==> src/rtl/i2s_dsp_pkg.sv <==
`default_nettype none
// ============================================================================
// Module      : i2s_dsp_pkg
// Description : Shared widths, FSM state encoding and a small helper for the
//               DSP-mode I2S frame controller.
//               Contents:
//                 c_bit_w   - width of bit index / bits-per-word config
//                 c_slot_w  - width of slot index / words-per-frame config
//                 c_setup_w - width of setup-time config and counter
//                 dsp_state_e - IDLE / SETUP / RUN / DRAIN
// Revision    : 1.0 - initial release
// ============================================================================
package i2s_dsp_pkg;

  localparam int c_bit_w   = 5;
  localparam int c_slot_w  = 4;
  localparam int c_setup_w = 16;

  typedef enum logic [1:0] {
    ST_IDLE  = 2'd0,
    ST_SETUP = 2'd1,
    ST_RUN   = 2'd2,
    ST_DRAIN = 2'd3
  } dsp_state_e;

  // True for every state in which the serial interface is owned by a run.
  function automatic logic is_active(input dsp_state_e s);
    return (s != ST_IDLE);
  endfunction

endpackage
`default_nettype wire

==> src/rtl/i2s_dsp_slot_cnt.sv <==
`default_nettype none
// ============================================================================
// Module      : i2s_dsp_slot_cnt
// Description : Bit / slot position counter for one DSP frame. The bit index
//               counts down from num_bits to 0 (MSB first); at 0 it reloads
//               and the slot index advances, wrapping after num_words.
//               Ports:
//                 sck_i, rstn_i    - bit clock, async active-low reset
//                 clear_i          - force position to 0 and flags low
//                 load_i           - start a frame: bit=num_bits, slot=0
//                 adv_i            - step one bit cycle
//                 num_bits_i       - bits per word minus 1
//                 num_words_i      - words per frame minus 1
//                 bit_o, slot_o    - registered position
//                 word_done_o      - registered, last bit of a word
//                 frame_start_o    - registered, first bit of a frame
//                 frame_end_o      - last bit of the last word (decoded)
//               Priority: clear_i > load_i > adv_i; with none asserted the
//               position holds and the flags drop.
// Revision    : 1.0 - initial release
// ============================================================================
module i2s_dsp_slot_cnt
  import i2s_dsp_pkg::*;
(
  input  logic                sck_i,
  input  logic                rstn_i,
  input  logic                clear_i,
  input  logic                load_i,
  input  logic                adv_i,
  input  logic [c_bit_w-1:0]  num_bits_i,
  input  logic [c_slot_w-1:0] num_words_i,
  output logic [c_bit_w-1:0]  bit_o,
  output logic [c_slot_w-1:0] slot_o,
  output logic                word_done_o,
  output logic                frame_start_o,
  output logic                frame_end_o
);

  logic [c_bit_w-1:0]  r_bit;
  logic [c_slot_w-1:0] r_slot;
  logic                r_word_done;
  logic                r_frame_start;

  logic [c_bit_w-1:0]  w_bit_nxt;
  logic [c_slot_w-1:0] w_slot_nxt;
  logic                w_active_nxt;

  always_comb begin
    w_bit_nxt    = r_bit;
    w_slot_nxt   = r_slot;
    w_active_nxt = 1'b0;
    if (clear_i) begin
      w_bit_nxt  = '0;
      w_slot_nxt = '0;
    end else if (load_i) begin
      w_bit_nxt    = num_bits_i;
      w_slot_nxt   = '0;
      w_active_nxt = 1'b1;
    end else if (adv_i) begin
      w_active_nxt = 1'b1;
      if (r_bit == '0) begin
        w_bit_nxt  = num_bits_i;
        w_slot_nxt = (r_slot == num_words_i) ? '0 : (r_slot + c_slot_w'(1));
      end else begin
        w_bit_nxt = r_bit - c_bit_w'(1);
      end
    end
  end

  // Flags are computed from the next position so they line up with the
  // registered bit/slot values in the same cycle.
  always_ff @(posedge sck_i or negedge rstn_i) begin
    if (!rstn_i) begin
      r_bit         <= '0;
      r_slot        <= '0;
      r_word_done   <= 1'b0;
      r_frame_start <= 1'b0;
    end else begin
      r_bit         <= w_bit_nxt;
      r_slot        <= w_slot_nxt;
      r_word_done   <= w_active_nxt && (w_bit_nxt == '0);
      r_frame_start <= w_active_nxt && (w_slot_nxt == '0) && (w_bit_nxt == num_bits_i);
    end
  end

  assign bit_o         = r_bit;
  assign slot_o        = r_slot;
  assign word_done_o   = r_word_done;
  assign frame_start_o = r_frame_start;
  assign frame_end_o   = r_word_done && (r_slot == num_words_i);

endmodule
`default_nettype wire

==> src/rtl/i2s_dsp_frame_ctrl.sv <==
`default_nettype none
// ============================================================================
// Module      : i2s_dsp_frame_ctrl
// Description : Frame sequencer for a DSP-mode I2S transmitter/receiver.
//               Runs an optional setup period, then counts bits/slots of
//               back-to-back frames until a frame limit is reached or the
//               run request drops (the current frame is then finished).
//               Ports:
//                 sck_i            - serial bit clock (posedge logic)
//                 rstn_i           - async active-low reset
//                 cfg_en_i         - run request level
//                 cfg_num_bits_i   - bits per word minus 1
//                 cfg_num_words_i  - slots per frame minus 1
//                 cfg_setup_time_i - setup cycles before the first frame
//                 cfg_num_frames_i - frames to run, 0 = continuous
//                 ws_en_o          - enable to the WS generator
//                 frame_start_o    - first bit cycle of each frame
//                 word_done_o      - last bit cycle of each word
//                 slot_o, bit_o    - current slot / bit position
//                 busy_o           - not idle
//                 done_o           - one-cycle completion pulse
// Revision    : 1.0 - initial release
// ============================================================================
module i2s_dsp_frame_ctrl
  import i2s_dsp_pkg::*;
#(
  parameter int FRAME_CNT_W = 16
) (
  input  logic                   sck_i,
  input  logic                   rstn_i,
  input  logic                   cfg_en_i,
  input  logic [c_bit_w-1:0]     cfg_num_bits_i,
  input  logic [c_slot_w-1:0]    cfg_num_words_i,
  input  logic [c_setup_w-1:0]   cfg_setup_time_i,
  input  logic [FRAME_CNT_W-1:0] cfg_num_frames_i,
  output logic                   ws_en_o,
  output logic                   frame_start_o,
  output logic                   word_done_o,
  output logic [c_slot_w-1:0]    slot_o,
  output logic [c_bit_w-1:0]     bit_o,
  output logic                   busy_o,
  output logic                   done_o
);

  dsp_state_e r_state;
  dsp_state_e w_state_nxt;

  // Shadow copies of the configuration, captured on leaving IDLE. The setup
  // time needs no separate shadow: it is loaded straight into the setup
  // down-counter at that moment.
  logic [c_bit_w-1:0]     r_num_bits;
  logic [c_slot_w-1:0]    r_num_words;
  logic [FRAME_CNT_W-1:0] r_num_frames;

  logic [c_setup_w-1:0]   r_setup_cnt;
  logic [c_setup_w-1:0]   w_setup_nxt;
  logic [FRAME_CNT_W-1:0] r_frame_cnt;
  logic [FRAME_CNT_W-1:0] w_frame_nxt;

  logic r_ws_en;
  logic r_busy;
  logic r_done;
  logic w_done_nxt;
  logic w_capture;

  logic w_cnt_clear;
  logic w_cnt_load;
  logic w_cnt_adv;
  logic w_frame_end;
  logic w_last_frame;

  logic [c_bit_w-1:0]  w_bits_sel;
  logic [c_slot_w-1:0] w_words_sel;

  // The counter load on IDLE exit happens on the same edge that captures
  // the shadow registers, so it must see the live config inputs.
  assign w_bits_sel  = (r_state == ST_IDLE) ? cfg_num_bits_i  : r_num_bits;
  assign w_words_sel = (r_state == ST_IDLE) ? cfg_num_words_i : r_num_words;

  i2s_dsp_slot_cnt u_slot_cnt (
    .sck_i         (sck_i),
    .rstn_i        (rstn_i),
    .clear_i       (w_cnt_clear),
    .load_i        (w_cnt_load),
    .adv_i         (w_cnt_adv),
    .num_bits_i    (w_bits_sel),
    .num_words_i   (w_words_sel),
    .bit_o         (bit_o),
    .slot_o        (slot_o),
    .word_done_o   (word_done_o),
    .frame_start_o (frame_start_o),
    .frame_end_o   (w_frame_end)
  );

  // The frame counter only advances for a finite run, so it stays 0 in
  // continuous mode and is never compared there.
  assign w_last_frame = (r_num_frames != '0) &&
                        ((r_frame_cnt + FRAME_CNT_W'(1)) == r_num_frames);

  always_comb begin
    w_state_nxt = r_state;
    w_setup_nxt = r_setup_cnt;
    w_frame_nxt = r_frame_cnt;
    w_done_nxt  = 1'b0;
    w_capture   = 1'b0;
    w_cnt_clear = 1'b0;
    w_cnt_load  = 1'b0;
    w_cnt_adv   = 1'b0;
    unique case (r_state)
      ST_IDLE: begin
        w_cnt_clear = 1'b1;
        if (cfg_en_i) begin
          w_capture   = 1'b1;
          w_cnt_clear = 1'b0;
          w_frame_nxt = '0;
          if (cfg_setup_time_i != '0) begin
            w_state_nxt = ST_SETUP;
            w_setup_nxt = cfg_setup_time_i - c_setup_w'(1);
          end else begin
            w_state_nxt = ST_RUN;
            w_cnt_load  = 1'b1;
          end
        end
      end
      ST_SETUP: begin
        if (!cfg_en_i) begin
          // Abort before any frame has started: no completion pulse.
          w_state_nxt = ST_IDLE;
          w_cnt_clear = 1'b1;
          w_setup_nxt = '0;
        end else if (r_setup_cnt == '0) begin
          w_state_nxt = ST_RUN;
          w_cnt_load  = 1'b1;
        end else begin
          w_setup_nxt = r_setup_cnt - c_setup_w'(1);
        end
      end
      ST_RUN: begin
        if (w_frame_end) begin
          // Limit reached and/or run request dropped on the final bit:
          // either way the frame is complete, so a single done pulse.
          if (w_last_frame || !cfg_en_i) begin
            w_state_nxt = ST_IDLE;
            w_cnt_clear = 1'b1;
            w_done_nxt  = 1'b1;
            w_frame_nxt = '0;
          end else begin
            w_cnt_adv = 1'b1;
            if (r_num_frames != '0) begin
              w_frame_nxt = r_frame_cnt + FRAME_CNT_W'(1);
            end
          end
        end else begin
          w_cnt_adv = 1'b1;
          if (!cfg_en_i) begin
            w_state_nxt = ST_DRAIN;
          end
        end
      end
      ST_DRAIN: begin
        // Committed: cfg_en_i is ignored until the frame has finished.
        if (w_frame_end) begin
          w_state_nxt = ST_IDLE;
          w_cnt_clear = 1'b1;
          w_done_nxt  = 1'b1;
          w_frame_nxt = '0;
        end else begin
          w_cnt_adv = 1'b1;
        end
      end
      default: begin
        w_state_nxt = ST_IDLE;
        w_cnt_clear = 1'b1;
      end
    endcase
  end

  always_ff @(posedge sck_i or negedge rstn_i) begin
    if (!rstn_i) begin
      r_state      <= ST_IDLE;
      r_num_bits   <= '0;
      r_num_words  <= '0;
      r_num_frames <= '0;
      r_setup_cnt  <= '0;
      r_frame_cnt  <= '0;
      r_ws_en      <= 1'b0;
      r_busy       <= 1'b0;
      r_done       <= 1'b0;
    end else begin
      r_state     <= w_state_nxt;
      r_setup_cnt <= w_setup_nxt;
      r_frame_cnt <= w_frame_nxt;
      r_ws_en     <= is_active(w_state_nxt);
      r_busy      <= is_active(w_state_nxt);
      r_done      <= w_done_nxt;
      if (w_capture) begin
        r_num_bits   <= cfg_num_bits_i;
        r_num_words  <= cfg_num_words_i;
        r_num_frames <= cfg_num_frames_i;
      end
    end
  end

  assign ws_en_o = r_ws_en;
  assign busy_o  = r_busy;
  assign done_o  = r_done;

endmodule
`default_nettype wire

==> config.mk <==
export PLATFORM = sky130hd
export DESIGN_NAME = i2s_dsp_frame_ctrl
export DESIGN_NICKNAME = d
export VERILOG_FILES = /design/src/rtl/i2s_dsp_pkg.sv /design/src/rtl/i2s_dsp_slot_cnt.sv /design/src/rtl/i2s_dsp_frame_ctrl.sv
export SDC_FILE = /design/constraint.sdc
export NUM_CORES = 1
export LEC_CHECK = 0
export ABC_AREA = 1
export BUFFER_PORTS_ARGS = -buffer_cell sky130_fd_sc_hd__clkbuf_2
export CAP_MARGIN = 20
export CORE_ASPECT_RATIO = 0.8
export CORE_MARGIN = 10
export CORE_UTILIZATION = 30
export DETAILED_ROUTE_END_ITERATION = 10
export PLACE_DENSITY_LB_ADDON = 0.05
export SLEW_MARGIN = 20
export SYNTH_ARGS = -nofsm -noshare
export SYNTH_HDL_FRONTEND = slang
export SYNTH_SLANG_ARGS = --single-unit
==> constraint.sdc <==
create_clock -name sck_i -period 2.61 [get_ports sck_i]
set_clock_uncertainty 0.2 [all_clocks]
set_input_delay 0.522 -clock sck_i [delete_from_list [all_inputs] [get_ports sck_i]]
set_output_delay 0.522 -clock sck_i [all_outputs]
set_load 0.01 [all_outputs]
==> reports/metrics.yaml <==
synth-compound-area-share_pct: 11.3
initial_core_util_pct: 30.6
hold_viol: 0
h-tree-depth: 3
ir_drop_mv: 0.554
crit_type: "reg2reg"
vias: 5300
port_buffers: 57
ant_nets: 0
worstSetupStartpointType: "register"
io_pins: 58
die_h_microns: 136
dpl_cell_area_sq_um: 6370
drc: 0
synth_top_family_by_area: "simple AND/OR/NAND/NOR gates"
insertion_delay_ns: 0.34
coreArea_sq_um: 16600
synth_fa_ha_area_share_pct: 2.23
area_growth_pct: 47.8
final_net_count: 978
ys_ff_latch: 72
cap_violations: 0
slew_violations: 0
drive_gt1_share_pct: 36.2
cp_data_arrival_time_ns: 2.90
hold_path.class: "in2async"
ys_warn_count: 0
relSlewSlack_pct: 52.3
ys_types: 47
final_cells: 1150
finalSetupViolCount: 22
die_area_sq_um: 22500
powerDensity_nw_per_um2: 1020
viasPerCell: 4.61
synth-xor-area-share_pct: 5.29
ys.flop_type: "dfrtp_1"
status: "finished, violations left"
avgRoutedWirePerCell_microns: 13.8
worst-slew-pin-transition_ns: 0.716
grt_pass1_wl_microns: 26300
groute.usage.overall_pct: 14.6
dr.pass1.iters: 4
row_count: 42
grt_max_degree: 51
place_inst: 1098
yosysSeqAreaShare_pct: 35.6
wirelength_microns: 15800
met3_usage_pct: 3.35
routabilityCongestion: 0.898
ff2ff_path_depth: 20
fin_crit_sh_pct: 109
cp_max_fo: 7
layout_min_cycle_time_ns: 2.84
grt-ovfl-total: 0
rsz0062_at_grt: "yes"
violations: "negative setup slack"
ctsHoldBuffers: 0
grtUsageMet2_pct: 23.7
cts_tree: "yes"
dpl.hpwl_microns: 11900
synth_mux_area_share_pct: 1.56
cts.sinks: 72
n_antenna_cell: 0
synth_nets: 782
syn_area_sq_um: 5060
drtIter0Drc: 277
fin_ws_ns: -0.226
design_area_sq_um: 7480
ys_async_sr_fraction_pct: 100
clockBufferDepth: 2
fmax_mhz: 353
worstPathRequired_ns: 2.67
numCtsBuffers: 9
antenna_found_initial: 0
synth_enable_flop_cells: 0
path_clk_slew_ns: 0.06
dieWidth_microns: 165
first_global_vias: 5387
synth_simple_gate_area_share_pct: 34.6
p_leak_nw: 3.80
root_buffer: "clkbuf_16"
grt.busiest_layer: "met2"
grt_use_met1_pct: 19.3
syn_inst: 729
synth.avg_cell_area_sq_um: 6.94
end_kind: "register"
## flip-flops by register name (all words and copies together), names as in the netlist
name	cells
r_num_frames	16
r_state	2
busy_o	1
u_slot_cnt.slot_o	4
r_num_bits	5
r_frame_cnt	16
u_slot_cnt.bit_o	5
u_slot_cnt.frame_start_o	1
r_num_words	4
done_o	1
u_slot_cnt.word_done_o	1
r_setup_cnt	16
## cell usage in the layout (no fill, tap or decap), types with 8 or more instances in the layout
master and n:
nand3_2 16, inv_1 91, buf_4 122, dfrtp_1 69, nor2_1 70, nor2_4 10, nand4_1 15, nand2_2 23
nand2_1 183, nand2_4 8, xor2_1 20, buf_6 13, o21ai_1 8, clkbuf_2 56, clkbuf_16 10, inv_2 11
nor2_2 9, nand3_1 38, o21ai_0 34, xnor2_1 8, o22ai_2 11, a21oi_1 23
## power breakdown
| group | total (mW) | switching [mW] | internal, mW |
|---|---|---|---|
| combinational | 4.48 | 2.51 | 1.98 |
| sequential | 1.83 | 0.304 | 1.52 |
| clock | 1.35 | 0.509 | 0.836 |
## metrics by stage
step	setup TNS [ns]	power (mW)	utilization, %	hold slack (ns)	setup slack (ns)
after floorplan	0	4.14	-	0.0264	0.0190
after global placement	-4.63	5.70	38.5	0.266	-0.267
after detailed placement	-7.96	5.69	38.5	0.279	-0.340
after CTS	-2.00	7.35	43.6	0.0458	-0.159
after global routing	-8.61	8.33	45.2	0.0779	-0.406
final	-3.68	7.65	45.2	0.0199	-0.226
## metal layers
layer,routed length [microns],vias up
li1,-,2741
met1,7730,2476
met2,7500,71
met3,466,12
met4,133,0
met5,0,-
## cells in the mapped netlist (2+ instances only)
library cell / number / area share (%)
xor2_1: 20 / 3.5
o22ai_2: 4 / 0.99
nand4_1: 15 / 1.9
o21ai_0: 37 / 3.7
nand3_1: 55 / 5.4
o22ai_1: 13 / 1.6
dfrtp_1: 72 / 36
nand2_1: 209 / 16
nand3_2: 3 / 0.59
buf_4: 2 / 0.30
inv_1: 99 / 7.3
nand3b_1: 7 / 1.0
nor2_2: 6 / 0.74
ha_1: 9 / 2.2
nor2_1: 79 / 5.9
nand2_2: 4 / 0.49
a21oi_1: 25 / 2.5
inv_2: 5 / 0.37
clkbuf_1: 8 / 0.59
a21oi_2: 2 / 0.35
a31o_2: 2 / 0.35
o21ai_1: 7 / 0.69
mux2_2: 7 / 1.6
xnor2_1: 8 / 1.4
buf_6: 2 / 0.45
nor3_1: 4 / 0.40
nor2_4: 4 / 0.89
o211ai_1: 2 / 0.30
## cell families after synthesis
| logic type | count (synthesis) |
|---|---|
| AND/OR/NAND/NOR | 394 |
| buffers and inverters | 120 |
| AO/OA/AOI/OAI | 98 |
| flip-flops | 72 |
| XOR/XNOR | 29 |
| adder cells (fa/ha/maj) | 9 |
| multiplexers | 7 |
## timing repair
| item | 4_1_cts | 5_1_grt |
|---|---|---|
| cloned | 0 | 2 |
| endpoints found under the setup margin | 30 | 41 |
| setup buffers | 29 | 8 |
| resized for setup | 74 | 50 |
| pin swaps | 14 | 25 |
## final timing paths
check	from	to	slack, ns
max in group asynchronous	rstn_i	r_frame_cnt[15]$_DFFE_PN0P_	1.56
worst max-delay path	r_frame_cnt[0]$_DFFE_PN0P_	r_frame_cnt[14]$_DFFE_PN0P_	-0.23
worst max register to register	r_frame_cnt[0]$_DFFE_PN0P_	r_frame_cnt[14]$_DFFE_PN0P_	-0.23
worst min-delay path	rstn_i	r_num_frames[0]$_DFFE_PN0P_	0.02
min in group sck_i	cfg_num_frames_i[1]	r_num_frames[1]$_DFFE_PN0P_	0.21
worst min register to register	r_num_words[2]$_DFFE_PN0P_	r_num_words[2]$_DFFE_PN0P_	0.29
## critical path, stage by stage, from the launching register on
cell	delay, ns
dfrtp_2	0.44
ha_4	0.19
nand2_4	0.07
nor2_4	0.06
buf_6	0.12
nand2_2	0.07
nand2_1	0.05
nand2_1	0.08
nor2_1	0.04
nor2_1	0.13
nand3_2	0.11
nor2_4	0.13
nand3_4	0.11
nand3_4	0.16
inv_4	0.05
nand3_2	0.06
nand4_1	0.17
inv_4	0.19
nand2_4	0.08
buf_8	0.15
o22ai_2	0.09
## layout make-up
type,instances,area (sq um)
Inverter,106,405
Clock buffer,9,225
Timing Repair Buffer,198,1480
Clock inverter,7,96.3
Sequential cell,72,1810
Tap cell,220,275
Multi-Input combinational cell,538,3190
Fill cell,1671,9080
No activity file was read; power rests on OpenSTA's default activity.
